--- src/rtl/iob_clint_arbiter_pkg.sv ---
// Shared FSM encoding and grant-index width helper for the CLINT arbiter.
package iob_clint_arbiter_pkg;

  typedef enum logic {ST_IDLE = 1'b0, ST_REQ = 1'b1} state_t;

  function automatic int gnt_w(input int n);
    return (n > 1) ? $clog2(n) : 1;
  endfunction

endpackage

--- src/rtl/iob_rr_arb_sel.sv ---
// Combinational round-robin pick: first requester at or after ptr, wrapping.
module iob_rr_arb_sel
  import iob_clint_arbiter_pkg::*;
#(
  parameter int N  = 2,
  parameter int IW = gnt_w(N)
) (
  input  logic [N-1:0]  req,
  input  logic [IW-1:0] ptr,
  output logic [IW-1:0] gnt_idx,
  output logic          any
);

  localparam logic [IW:0] NV = (IW+1)'(N);

  logic [2*N-1:0] dbl;
  logic [N-1:0]   rot;
  logic [IW:0]    off;
  logic [IW:0]    sum;

  // rot[i] is the request of master (ptr+i) mod N
  assign dbl = {req, req} >> ptr;
  assign rot = dbl[N-1:0];
  assign any = |req;

  always_comb begin
    off = '0;
    for (int i = N-1; i >= 0; i--)
      if (rot[i]) off = (IW+1)'(i);
    sum = {1'b0, ptr} + off;
    if (sum >= NV) sum = sum - NV;
    gnt_idx = sum[IW-1:0];
  end

endmodule

--- src/rtl/iob_clint_arbiter.sv ---
// Round-robin arbiter sharing one IOb-native CLINT slave among N_MASTERS requesters,
// with registered request payload and a per-access stall timeout.
module iob_clint_arbiter
  import iob_clint_arbiter_pkg::*;
#(
  parameter int N_MASTERS = 2,
  parameter int ADDR_W    = 16,
  parameter int DATA_W    = 32,
  parameter int TIMEOUT   = 15
) (
  input  logic                            clk,
  input  logic                            rst,
  input  logic [N_MASTERS-1:0]            m_valid,
  input  logic [N_MASTERS*ADDR_W-1:0]     m_address,
  input  logic [N_MASTERS*DATA_W-1:0]     m_wdata,
  input  logic [N_MASTERS*DATA_W/8-1:0]   m_wstrb,
  output logic [DATA_W-1:0]               m_rdata,
  output logic [N_MASTERS-1:0]            m_ready,
  output logic                            s_valid,
  output logic [ADDR_W-1:0]               s_address,
  output logic [DATA_W-1:0]               s_wdata,
  output logic [DATA_W/8-1:0]             s_wstrb,
  input  logic [DATA_W-1:0]               s_rdata,
  input  logic                            s_ready,
  output logic [gnt_w(N_MASTERS)-1:0]     grant_id,
  output logic                            timeout_err
);

  localparam int IW = gnt_w(N_MASTERS);
  localparam int SW = DATA_W/8;
  localparam int CW = (TIMEOUT > 0) ? $clog2(TIMEOUT+1) : 1;
  localparam logic [CW-1:0] TO_LAST = (TIMEOUT > 0) ? CW'(TIMEOUT-1) : '0;
  localparam logic [IW-1:0] LAST_ID = IW'(N_MASTERS-1);

  state_t             state_q, state_d;
  logic [IW-1:0]      ptr_q, ptr_d, gid_q, gid_d, sel_idx, ptr_inc;
  logic [ADDR_W-1:0]  addr_q, addr_d;
  logic [DATA_W-1:0]  wdata_q, wdata_d;
  logic [SW-1:0]      wstrb_q, wstrb_d;
  logic [CW-1:0]      cnt_q, cnt_d;
  logic               sel_any, done, abort;

  iob_rr_arb_sel #(.N(N_MASTERS), .IW(IW)) u_sel (
    .req     (m_valid),
    .ptr     (ptr_q),
    .gnt_idx (sel_idx),
    .any     (sel_any)
  );

  assign done    = (state_q == ST_REQ) && s_ready;
  assign abort   = (state_q == ST_REQ) && !s_ready && (TIMEOUT != 0) && (cnt_q == TO_LAST);
  assign ptr_inc = (gid_q == LAST_ID) ? '0 : gid_q + 1'b1;

  always_ff @(posedge clk or posedge rst) begin
    if (rst) state_q <= ST_IDLE;
    else     state_q <= state_d;
  end

  always_comb begin
    state_d = state_q;
    if (state_q == ST_IDLE) begin
      if (sel_any) state_d = ST_REQ;
    end else if (done || abort) begin
      state_d = ST_IDLE;
    end
  end

  // Response demux: ready and data go only to the granted master
  always_comb begin
    s_valid     = (state_q == ST_REQ);
    m_ready     = '0;
    m_rdata     = '0;
    timeout_err = 1'b0;
    if (done) begin
      m_ready[gid_q] = 1'b1;
      m_rdata        = s_rdata;
    end else if (abort) begin
      m_ready[gid_q] = 1'b1;
      timeout_err    = 1'b1;
    end
  end

  always_comb begin
    ptr_d   = ptr_q;
    gid_d   = gid_q;
    addr_d  = addr_q;
    wdata_d = wdata_q;
    wstrb_d = wstrb_q;
    cnt_d   = cnt_q;
    if (state_q == ST_IDLE) begin
      if (sel_any) begin
        gid_d   = sel_idx;
        addr_d  = m_address[sel_idx*ADDR_W +: ADDR_W];
        wdata_d = m_wdata[sel_idx*DATA_W +: DATA_W];
        wstrb_d = m_wstrb[sel_idx*SW +: SW];
        cnt_d   = '0;
      end
    end else begin
      if (cnt_q != '1) cnt_d = cnt_q + 1'b1;
      if (done || abort) ptr_d = ptr_inc;
    end
  end

  always_ff @(posedge clk or posedge rst) begin
    if (rst) begin
      ptr_q   <= '0;
      gid_q   <= '0;
      addr_q  <= '0;
      wdata_q <= '0;
      wstrb_q <= '0;
      cnt_q   <= '0;
    end else begin
      ptr_q   <= ptr_d;
      gid_q   <= gid_d;
      addr_q  <= addr_d;
      wdata_q <= wdata_d;
      wstrb_q <= wstrb_d;
      cnt_q   <= cnt_d;
    end
  end

  assign grant_id  = gid_q;
  assign s_address = addr_q;
  assign s_wdata   = wdata_q;
  assign s_wstrb   = wstrb_q;

endmodule
--- config.mk ---
export PLATFORM = sky130hd
export DESIGN_NAME = iob_clint_arbiter
export DESIGN_NICKNAME = d
export VERILOG_FILES = /design/src/rtl/iob_clint_arbiter_pkg.sv /design/src/rtl/iob_rr_arb_sel.sv /design/src/rtl/iob_clint_arbiter.sv
export SDC_FILE = /design/constraint.sdc
export NUM_CORES = 1
export LEC_CHECK = 0
export CAP_MARGIN = 20
export CELL_PAD_IN_SITES_DETAIL_PLACEMENT = 2
export CELL_PAD_IN_SITES_GLOBAL_PLACEMENT = 2
export CORE_MARGIN = 2
export CORE_UTILIZATION = 21
export CTS_BUF_LIST = sky130_fd_sc_hd__clkbuf_4
export CTS_CLUSTER_SIZE = 40
export DETAILED_ROUTE_END_ITERATION = 10
export PLACE_DENSITY_LB_ADDON = 0.12
export SLEW_MARGIN = 20
export SYNTH_ARGS = -nofsm -noshare
export SYNTH_HDL_FRONTEND = slang
export SYNTH_SLANG_ARGS = --single-unit
--- constraint.sdc ---
create_clock -name clk -period 6.1 [get_ports clk]
set_clock_uncertainty 0.15 [all_clocks]
set_input_delay 1.22 -clock clk [delete_from_list [all_inputs] [get_ports clk]]
set_output_delay 1.22 -clock clk [all_outputs]
set_load 0.02 [all_outputs]
### Word level (Yosys, flattened, before mapping)

Index checks and enable logic that the tools add are counted.
Widths: inputs -> output; s select.

* bits of input ports: 141
* logic and storage cells: 50
* bits in registers: 59
* output and inout bits: 89

* reduce and logical (&&, ||, !) cells: 11
* mux-type cells: 17
* shifts and indexed selects: 4
* bitwise logic cells: 1
* magnitude comparators: 3
* add/sub/neg operators: 4
* eq/ne operators: 3

Operators with widths (number)
* $shiftx 64x7->32: 1
* $mux 32: 1
* $shiftx 32x6->16: 1
* $mux 4: 3
* $mux 1: 10
* $shiftx 8x4->4: 1
* $reduce_and 2->1: 3
* $add 4x1->4 const B: 1
* $eq 4x4->1 const B: 1
* $logic_and 1x1->1: 4
* $mux 2: 2
* $ne 4x4->1 const B: 1
* $shr 4x1->2: 1
* $add 1x1->2: 1
* $ge 2x2->1 const B: 1
* $lt 1x2->1 const B: 1
* $ne 2x1->1 const B: 1
* $reduce_bool 2->1: 1
* $reduce_or 2->1: 1
* $add 1x1->1 const B: 1
* $demux 1 s1: 1
* $ge 1x1->1 const B: 1
* $logic_not 1->1: 1
* $logic_or 1x1->1: 1
* 2 further kinds: 2

### Depth between registers and ports, before layout

Gate-level depths: netlist of the first run.

* word-level depth: 7
* depth in mapped cells: 5
* mapped depth without buffers: 5

### By module

A second synthesis of the first run with hierarchy kept.

* cell total of the unflattened synthesis: 307
* area, all modules: 3021.6 sq um

By module, submodules not included
* iob_clint_arbiter: area each 3002.9 sq um, cells each 303, instances 1
* iob_rr_arb_sel: area each 18.8 sq um, cells each 4, instances 1

### Worst setup path after synthesis of the first run

OpenSTA, ideal clock, no wires.

* path kind: input-to-output
* from: in s_ready
* to: out timeout_err
* stages: 2
* buffers on the path: 1
* data required time: 4.730 ns
* arrival time: 1.899 ns
* slack: 2.831 ns
* cell sequence: clkbuf_1 > nor3b_1

* word-level cells in the longest chain between the ends: 5

RTL lines
* start, declared: RTL line iob_clint_arbiter.sv:24 `input logic s_ready,`
* $logic_not 1->1: RTL line iob_clint_arbiter.sv:51 `assign abort = (state_q == ST_REQ) && !s_ready && (TIMEOUT != 0) && (cnt_q == TO_LAST);`
* $logic_and 1x1->1 (2 in a row): RTL line iob_clint_arbiter.sv:51
* $mux 1: RTL line iob_clint_arbiter.sv:77 `end else if (abort) begin`
* $mux 1 *: RTL line iob_clint_arbiter.sv:74 `if (done) begin`
* end, declared: RTL line iob_clint_arbiter.sv:26 `output logic timeout_err`

Every way passes the cells marked *; elsewhere a longest branch is shown, timed or not.

### Worst setup path after layout of the first run

* from: in s_ready
* to: out m_ready[1]

* word-level cells in the longest chain between the ends: 5

RTL lines
* $logic_not 1->1: RTL line iob_clint_arbiter.sv:51
* $logic_and 1x1->1 (2 in a row): RTL line iob_clint_arbiter.sv:51
* $mux 2: RTL line iob_clint_arbiter.sv:77
* $mux 2 *: RTL line iob_clint_arbiter.sv:74
* end, declared: RTL line iob_clint_arbiter.sv:18 `output logic [N_MASTERS-1:0] m_ready,`

Marks and branches as above.

==> results_dict.tcl, run 1 <==
set metrics [dict create \
    cts_max_path_buffers 2 \
    drv_cap 0 \
    postSynthAreaPerCell_um2 8.97 \
    crit_fanout 34 \
    netlist_instances 393 \
    multi_input_area_um2 1760 \
    ys_top_cells_by_area "dfrtp_1 (42%), o2111ai_1 (26%), nand3_1 (7.9%)" \
    rows 47 \
    yosysMostFrequentCell "o2111ai_1" \
    rsz0062_at_grt "false" \
    wire_per_inst_um 21.7 \
    worst_slew_margin_rel_pct 39.7 \
    root_buffer "clkbuf_4" \
    min_to "s_wdata[5]" \
    clock_sinks 59 \
    via_per_inst 5.29 \
    clkSlewWorstSetupHoldPaths_ns 0.11 \
    drc 0 \
    synth_cell_types 25 \
    post_cts_buffers 0 \
    hold_start "s_wdata[5]" \
    grt_max_degree 110 \
    dp_hpwl_um 11300 \
    htreeDepth 3 \
    dp_worst_setup_slack_ns 1.32 \
    synth_area_um2 3530 \
    synth_compound_area_share_pct 28.2 \
    slew_viol_final 0 \
    initial_utilization_pct 21.3 \
    setup_viol 0 \
    cts_resized 0 \
    hold_class "reg -> reg" \
    end_kind "output port" \
    synth_ff_type "dfrtp_1" \
    power.density_nw_per_um2 313 \
    r2r_start "s_valid" \
    cts_made_buffers 9 \
    grt_first_pass_wirelength_um 27900 \
    fillers 1815 \
    period_minus_slack_ns 4.73 \
    min_path_cells 2 \
    final-seq-area_um2 1480 \
    max_freq_ghz 0.211 \
    synth_top_family_by_area "compound AO/OA/AOI/OAI gates" \
    worst_hold_slack_ns 0.339 \
    async_flop_share_pct 100 \
    grt_overflow 0 \
    synth_fp_nets 536 \
    wl_um 17500 \
    drtIter0Drc 258 \
    synth_commonest_cells "o2111ai_1 (104), dfrtp_1 (59), nand3_1 (56)" \
    finalCritPeriodShare_pct 77.6 \
    coreArea_um2 16500 \
    synth_top_area_cell "dfrtp_1" \
    worst_ep_required_time_ns 4.73 \
    synth-seq-cells 59 \
    yosys-mux-area-fraction_pct 0.284 \
    io_pins 230 \
    path_class "in -> out" \
    setup_tns_ns 0 \
    num_vias 4262 \
    ys_seq_area_share_pct 41.9 \
    grt_pass1_vias 4702 \
    synth_top_area_share_pct 41.9 \
    antenna_found_initial 2 \
    synthSimpleGateAreaFrac_pct 20.7 \
    power_uw 1870 \
    die_h_um 134 \
    r2r_slack_ns 3.88 \
    syn_to_final_growth_pct 69.4 \
    fin_nets 725 \
    reg2reg_depth 4 \
    start_kind "primary input" \
    grtUsageTotal_pct 19.9 \
    hold_viol 0 \
    power_leakage_uw 0.00239 \
    r2r_end "cnt_q[2]" \
    worstMarginPinSlew_ns 0.903 \
    synth_edf_count 0 \
    outcome "completed" \
    cts_tree "yes" \
    clk_latency_ns 0.43 \
    fin_util_pct 36.2 \
    place_congestion 0.736 \
    finalWorstSetupSlack_ns 1.37 \
    fp.dieW_um 134 \
    yosysWarnings 0 \
    postRouteAntennaNets 0 \
    arrival_ns 3.36 \
    dr.pass1.iters 4 \
    die_area_um2 17800 \
    vdd_drop_max_mv 0.128 \
    drive_gt1_share_pct 4.79 \
    synth_xor_area_share_pct 0 \
    synth_adder_area_share_pct 0.709 \
    portBuffers 229 \
    cts_hold_buf 0 \
]
[report_power, final]
part | internal, uW | total [uW] | switching [uW]
clock network | 74.5 | 232 | 157
logic | 422 | 1010 | 588
registers | 532 | 626 | 93.8
total | 1030 | 1870 | 839
[stage by stage]
| stage | instance area [um2] | cells |
|---|---|---|
| 3_3_place_gp | 5870 | 791 |
| 5_1_grt | 5970 | 806 |
| 2_1_floorplan | 3530 | 393 |
| 4_1_cts | 5960 | 805 |
| 3_5_place_dp | 5870 | 791 |
| 6_report | 5970 | 806 |
[cell families (layout without fill, tap and decap cells)]
logic type,Yosys count,after routing
multiplexers,1,1
AO/OA/AOI/OAI,115,115
other,0,1
flip-flops,59,59
buffers and inverters,66,258
adder cells (fa/ha/maj),2,2
AND/OR/NAND/NOR,150,150
[routing by layer]
| metal | routed length, um | share of wire (%) | track usage (%) | up-vias |
|---|---|---|---|---|
| met5 | 0 | 0 | 0 | - |
| li1 | - | - | - | 1933 |
| met4 | 231 | 1.3 | 5.91 | 0 |
| met1 | 7450 | 43 | 25.2 | 2156 |
| met3 | 1460 | 8.3 | 6.70 | 14 |
| met2 | 8370 | 48 | 32.2 | 159 |
[cell type report]
type                    count  share of cell area, %
multi-input cells         268                   29.4
inverters                   9                  0.649
diodes                      1                 0.0419
flip-flops and latches     59                   24.8
well taps                 220                   4.61
repair buffers            235                   39.0
clock inverters             5                  0.377
clock buffers               9                   1.13
[critical path: stages]
cell and delay, ns:
clkdlybuf4s50_1 1.05, o21ai_1 0.31, nor2_1 0.15, clkdlybuf4s50_1 0.63
[cell usage in the layout (no fill, tap or decap), drive strengths merged, types with 2 or more instances in the layout]
| master | netlist | layout |
|---|---|---|
| o21ai | 4 | 4 |
| clkbuf | 25 | 9 |
| and3 | 35 | 35 |
| o2111ai | 104 | 104 |
| nand3 | 56 | 56 |
| buf | 32 | 8 |
| o211ai | 2 | 2 |
| nor2 | 2 | 2 |
| nand2 | 54 | 54 |
| inv | 8 | 5 |
| clkinv | 1 | 9 |
| clkdlybuf4s50 | 0 | 227 |
| dfrtp | 59 | 59 |
| ha | 2 | 2 |
[state kept, by name, indices dropped and copies added (netlist names)]
name / count
s_wdata: 32
grant_id: 1
s_address: 16
s_valid: 1
cnt_q: 4
ptr_q: 1
s_wstrb: 4
[worst max path at each step]
stage                   to    start  depth (start not counted)  slack, ns
4_1_cts         m_ready[1]  s_ready                          4       1.31
2_1_floorplan  timeout_err  s_ready                          2       2.83
3_5_place_dp    m_ready[1]  s_ready                          4       1.32
3_3_place_gp    m_ready[1]  s_ready                          4       1.37
6_report        m_ready[1]  s_ready                          4       1.37
5_1_grt         m_ready[1]  s_ready                          4       1.19
Note: power is estimated with default switching activity, not from simulation.
==> run 2: changes to the inputs <==
- CORE_UTILIZATION: 21 -> 20
- clock period: 6.1 -> 4.9 ns (I/O delays scaled with it)
==> run 2 against run 1 <==
Worst hold slack gained 0.0028 ns. Final area grew 1.4%. Sequential cell count is the same. Via count grew 0.35%. Utilization shrank 1.1 points. Power grew 29%. Register-to-register slack lost 1.7 ns. Sequential power grew 39%. Clock-buffer cell count grew 4. Cell count grew 1.4%. Clock power grew 59%. Critical path type unchanged. Largest cell class unchanged.
==> results_dict.tcl, run 2 (same netlist as run 1, synthesis figures left out) <==
set metrics [dict create \
    initial_utilization_pct 20.4 \
    rsz0062_at_grt "false" \
    coreArea_um2 17300 \
    final_cell_mix "clkdlybuf4s50_1 (227), o2111ai_1 (104), dfrtp_1 (57), nand3_1 (56), nand2_1 (54)" \
    setup_tns_ns 0 \
    busiest_layer "met2" \
    r2r_slack_ns 2.15 \
    layoutNonFillerInstCount 817 \
    power.density_nw_per_um2 399 \
    syn_to_final_growth_pct 71.7 \
    grt_overflow 0 \
    dpl-instance-area_um2 5890 \
    met3_usage_pct 6.85 \
    wl_um 17900 \
    grt_first_pass_wirelength_um 26900 \
    root_buffer "clkbuf_4" \
    dp_hpwl_um 11800 \
    hold_class "reg -> reg" \
    clk_latency_ns 0.42 \
    multi_input_area_um2 1760 \
    via_per_inst 5.24 \
    antenna_found_initial 3 \
    largest_register_ffs 32 \
    slew_viol_final 0 \
    crit_fanout 34 \
    r2r_start "ptr_q" \
    rows 48 \
    die_area_um2 18700 \
    r2r_end "s_wdata[23]" \
    final-seq-area_um2 1480 \
    fin_nets 727 \
    outcome "completed" \
    min_to "s_wdata[28]" \
    drtIter0Drc 128 \
    grtUsageTotal_pct 18.9 \
    cts_max_path_buffers 2 \
    max_freq_ghz 0.262 \
    cts_made_buffers 9 \
    htreeDepth 3 \
    place_congestion 0.706 \
    worstMarginPinSlew_ns 0.921 \
    gr-usage-met1_pct 23.1 \
    hold_viol 0 \
    grt_pass1_vias 4641 \
    fp.dieW_um 137 \
    hold_start "s_wdata[28]" \
    portBuffers 229 \
    io_pins 230 \
    post_cts_buffers 0 \
    fillers 1922 \
    period_minus_slack_ns 3.82 \
    drv_cap 0 \
    start_kind "primary input" \
    cts_hold_buf 0 \
    grt_max_degree 65 \
    setup_viol 0 \
    power_uw 2420 \
    worst_slew_margin_rel_pct 38.6 \
    path_class "in -> out" \
    cts_resized 0 \
    drc 0 \
    stdcell_area_um2 6060 \
    clock_sinks 59 \
    min_path_cells 2 \
    finalCritPeriodShare_pct 77.9 \
    num_vias 4277 \
    dr.pass1.iters 4 \
    placedCellCount 797 \
    die_h_um 137 \
    worst_ep_required_time_ns 3.77 \
    wire_per_inst_um 21.9 \
    vdd_drop_max_mv 0.164 \
    arrival_ns 2.69 \
    final_common_cell "clkdlybuf4s50_1" \
    drive_gt1_share_pct 5.60 \
    gr-usage-met2_pct 31.8 \
    clkSlewWorstSetupHoldPaths_ns 0.10 \
    fin_util_pct 35.0 \
    power_leakage_uw 0.00242 \
    end_kind "output port" \
    reg2reg_depth 3 \
    cts_tree "yes" \
    postRouteAntennaNets 0 \
]
-- run 2: cell count changes in the layout (fill, tap and decap cells not counted), sizes merged --
cell and delta:
inv +1, diode +2, bufinv +1, clkinv -4, buf +2, clkbuf +4
-- run 2: worst max path at each step --
stage             from          end  slack (ns)  cells past startpoint
2_1_floorplan  s_ready  timeout_err        2.11                      2
3_3_place_gp   s_ready   m_ready[0]        1.09                      5
3_5_place_dp   s_ready   m_ready[1]        1.04                      5
4_1_cts        s_ready   m_ready[0]        1.03                      5
5_1_grt        s_ready   m_ready[0]        1.00                      5
6_report       s_ready   m_ready[0]        1.08                      5
-- run 2: cell type report --
class                           instances  share of cell area [%]
Sequential cell                        59                    24.5
Tap cell                              225                    4.65
Inverter                                9                   0.620
Multi-Input combinational cell        268                    29.0
Antenna cell                            3                   0.124
Clock buffer                           13                    1.61
Clock inverter                          3                   0.640
Timing Repair Buffer                  237                    38.9
-- run 2: layer usage --
metal	up-vias	share of wire (%)
li1	1944	-
met1	2167	42
met2	150	48
met3	14	8.5
met4	2	0.93
met5	-	0.073
-- run 2: worst max-delay path: stages --
cell and delay, ns:
clkdlybuf4s50_1 0.46, buf_4 0.27, o21ai_1 0.19, nor2_1 0.15, clkdlybuf4s50_1 0.63
-- run 2: power breakdown --
part | total (uW) | switching, uW | internal [uW]
clock network | 370 | 193 | 177
registers | 870 | 207 | 663
logic | 1180 | 653 | 523
-- run 2: through the flow --
stage,setup WS (ns),hold WS [ns]
floorplan,2.11,0.381
global placement,1.09,0.310
detailed placement,1.04,0.320
CTS,1.03,0.346
global route,1.00,0.367
finish,1.08,0.342
==> run 3: changes to the inputs <==
- CORE_UTILIZATION: 20 -> 18
- clock period: 4.9 -> 3.4 ns (I/O delays scaled with it)
==> run 3 against run 2 <==
Sequential share of layout area down 0.34 points. Final area increased by 1.2%. Critical path depth decreased by 1. Die area up 11%. Global-route usage down 1.1 points.
==> results_dict.tcl, run 3 (same netlist as run 1, synthesis figures left out) <==
set metrics [dict create \
    final_cell_mix "clkdlybuf4s50_1 (227), o2111ai_1 (104), dfrtp_1 (58), nand3_1 (56), nand2_1 (54)" \
    rows 51 \
    r2r_end "cnt_q[3]" \
    fin_nets 732 \
    cts_hold_buf 0 \
    arrival_ns 2.37 \
    drc 0 \
    slew_viol_final 0 \
    cts_max_path_buffers 2 \
    crit_path_end "m_rdata[17]" \
    die_h_um 144 \
    fp.dieW_um 144 \
    period_minus_slack_ns 3.20 \
    drive_gt1_share_pct 5.90 \
    grt_overflow 0 \
    path_delay_family "buffers and inverters" \
    end_kind "output port" \
    rsz0062_at_grt "false" \
    wl_um 18700 \
    clkSlewWorstSetupHoldPaths_ns 0.11 \
    r2r_slack_ns 1.46 \
    dp_hpwl_um 12400 \
    initial_utilization_pct 18.2 \
    clock_sinks 59 \
    worst_ep_required_time_ns 2.57 \
    hold_class "reg -> reg" \
    worstMarginPinSlew_ns 0.906 \
    placedCellCount 843 \
    start_kind "primary input" \
    drtIter0Drc 165 \
    grtUsageTotal_pct 17.8 \
    hold_viol 0 \
    cpMostUsedCell "clkdlybuf4s50_1" \
    root_buffer "clkbuf_4" \
    outcome "completed" \
    largest_register_ffs 32 \
    wire_per_inst_um 21.8 \
    reg2reg_depth 4 \
    num_vias 4297 \
    fillers 2136 \
    r2r_start "s_valid" \
    clk_latency_ns 0.44 \
    path_cells "clkdlybuf4s50_1 > buf_4 > and3_1 > clkdlybuf4s50_1" \
    antenna_found_initial 1 \
    syn_to_final_growth_pct 73.7 \
    setup_tns_ns 0 \
    crit_cells 4 \
    final-seq-area_um2 1480 \
    postRouteAntennaNets 0 \
    power_leakage_uw 0.00244 \
    path_buf_inv 3 \
    critical_path.slowest_cell "clkdlybuf4s50_1" \
    crit_path_max_incr_delay_ns 0.62 \
    fin_util_pct 31.7 \
    path_class "in -> out" \
    place_congestion 0.743 \
    coreArea_um2 19300 \
    post_cts_buffers 0 \
    final_common_cell "clkdlybuf4s50_1" \
    finalCritPeriodShare_pct 94.0 \
    grt_pass1_vias 4697 \
    grt_max_degree 110 \
    vdd_drop_max_mv 0.248 \
    grt_first_pass_wirelength_um 27900 \
    crit_fanout 29 \
    multi_input_area_um2 1760 \
    startpoint "s_ready" \
    drv_cap 0 \
    htreeDepth 3 \
    max_freq_ghz 0.313 \
    cts_made_buffers 9 \
    cts_resized 0 \
    via_per_inst 5.00 \
    portBuffers 229 \
    power.density_nw_per_um2 572 \
    setup_viol 0 \
    worst_slew_margin_rel_pct 39.6 \
    die_area_um2 20700 \
    cts_tree "yes" \
    io_pins 230 \
    layoutNonFillerInstCount 859 \
    dr.pass1.iters 4 \
]
run 3: cell type report:
type / instances / area share (%)
antenna: 1 / 0.0408
clock inverter: 4 / 0.694
timing repair buffer: 242 / 39.1
tap: 265 / 5.41
clock buffer: 11 / 1.35
multi-input combinational: 268 / 28.7
sequential: 59 / 24.1
inverter: 9 / 0.592
run 3: stage by stage:
| step | cell area [um2] | hold WS [ns] | setup WS [ns] | power [uW] |
|---|---|---|---|---|
| 2_1_floorplan | 3530 | 0.381 | 1.11 | 2030 |
| 3_3_place_gp | 5990 | 0.311 | 0.240 | 2980 |
| 3_5_place_dp | 5990 | 0.321 | 0.202 | 3020 |
| 4_1_cts | 6120 | 0.347 | 0.199 | 3570 |
| 5_1_grt | 6130 | 0.377 | 0.138 | 3750 |
| 6_report | 6130 | 0.339 | 0.205 | 3510 |
run 3: worst min-delay path: stages, from the launching register on:
cell and delay (ns):
dfrtp_1 0.36, nand2_1 0.05, nand3_1 0.05
run 3: worst min-delay path by stage:
stage                  end  slack, ns        start  cells past startpoint
3_5_place_dp   s_wdata[28]       0.32  s_wdata[28]                      2
6_report       s_wdata[28]       0.34  s_wdata[28]                      2
5_1_grt        s_wdata[25]       0.38  s_wdata[25]                      2
3_3_place_gp    s_wdata[0]       0.31   s_wdata[0]                      2
2_1_floorplan     cnt_q[1]       0.38     cnt_q[1]                      2
4_1_cts        s_wdata[28]       0.35  s_wdata[28]                      2
run 3: layer usage:
layer | global-route usage, % | routed length (um)
met3 | 5.50 | 1450
met4 | 5.06 | 258
met5 | 0 | 0
met2 | 29.8 | 9180
met1 | 22.1 | 7810
run 3: where the power goes:
group	total (uW)	internal (uW)	switching, uW	leakage, uW
registers	1120	954	164	0.000727
clock network	526	231	295	0.0000718
logic	1860	780	1080	0.00164
total	3510	1970	1540	0.00244
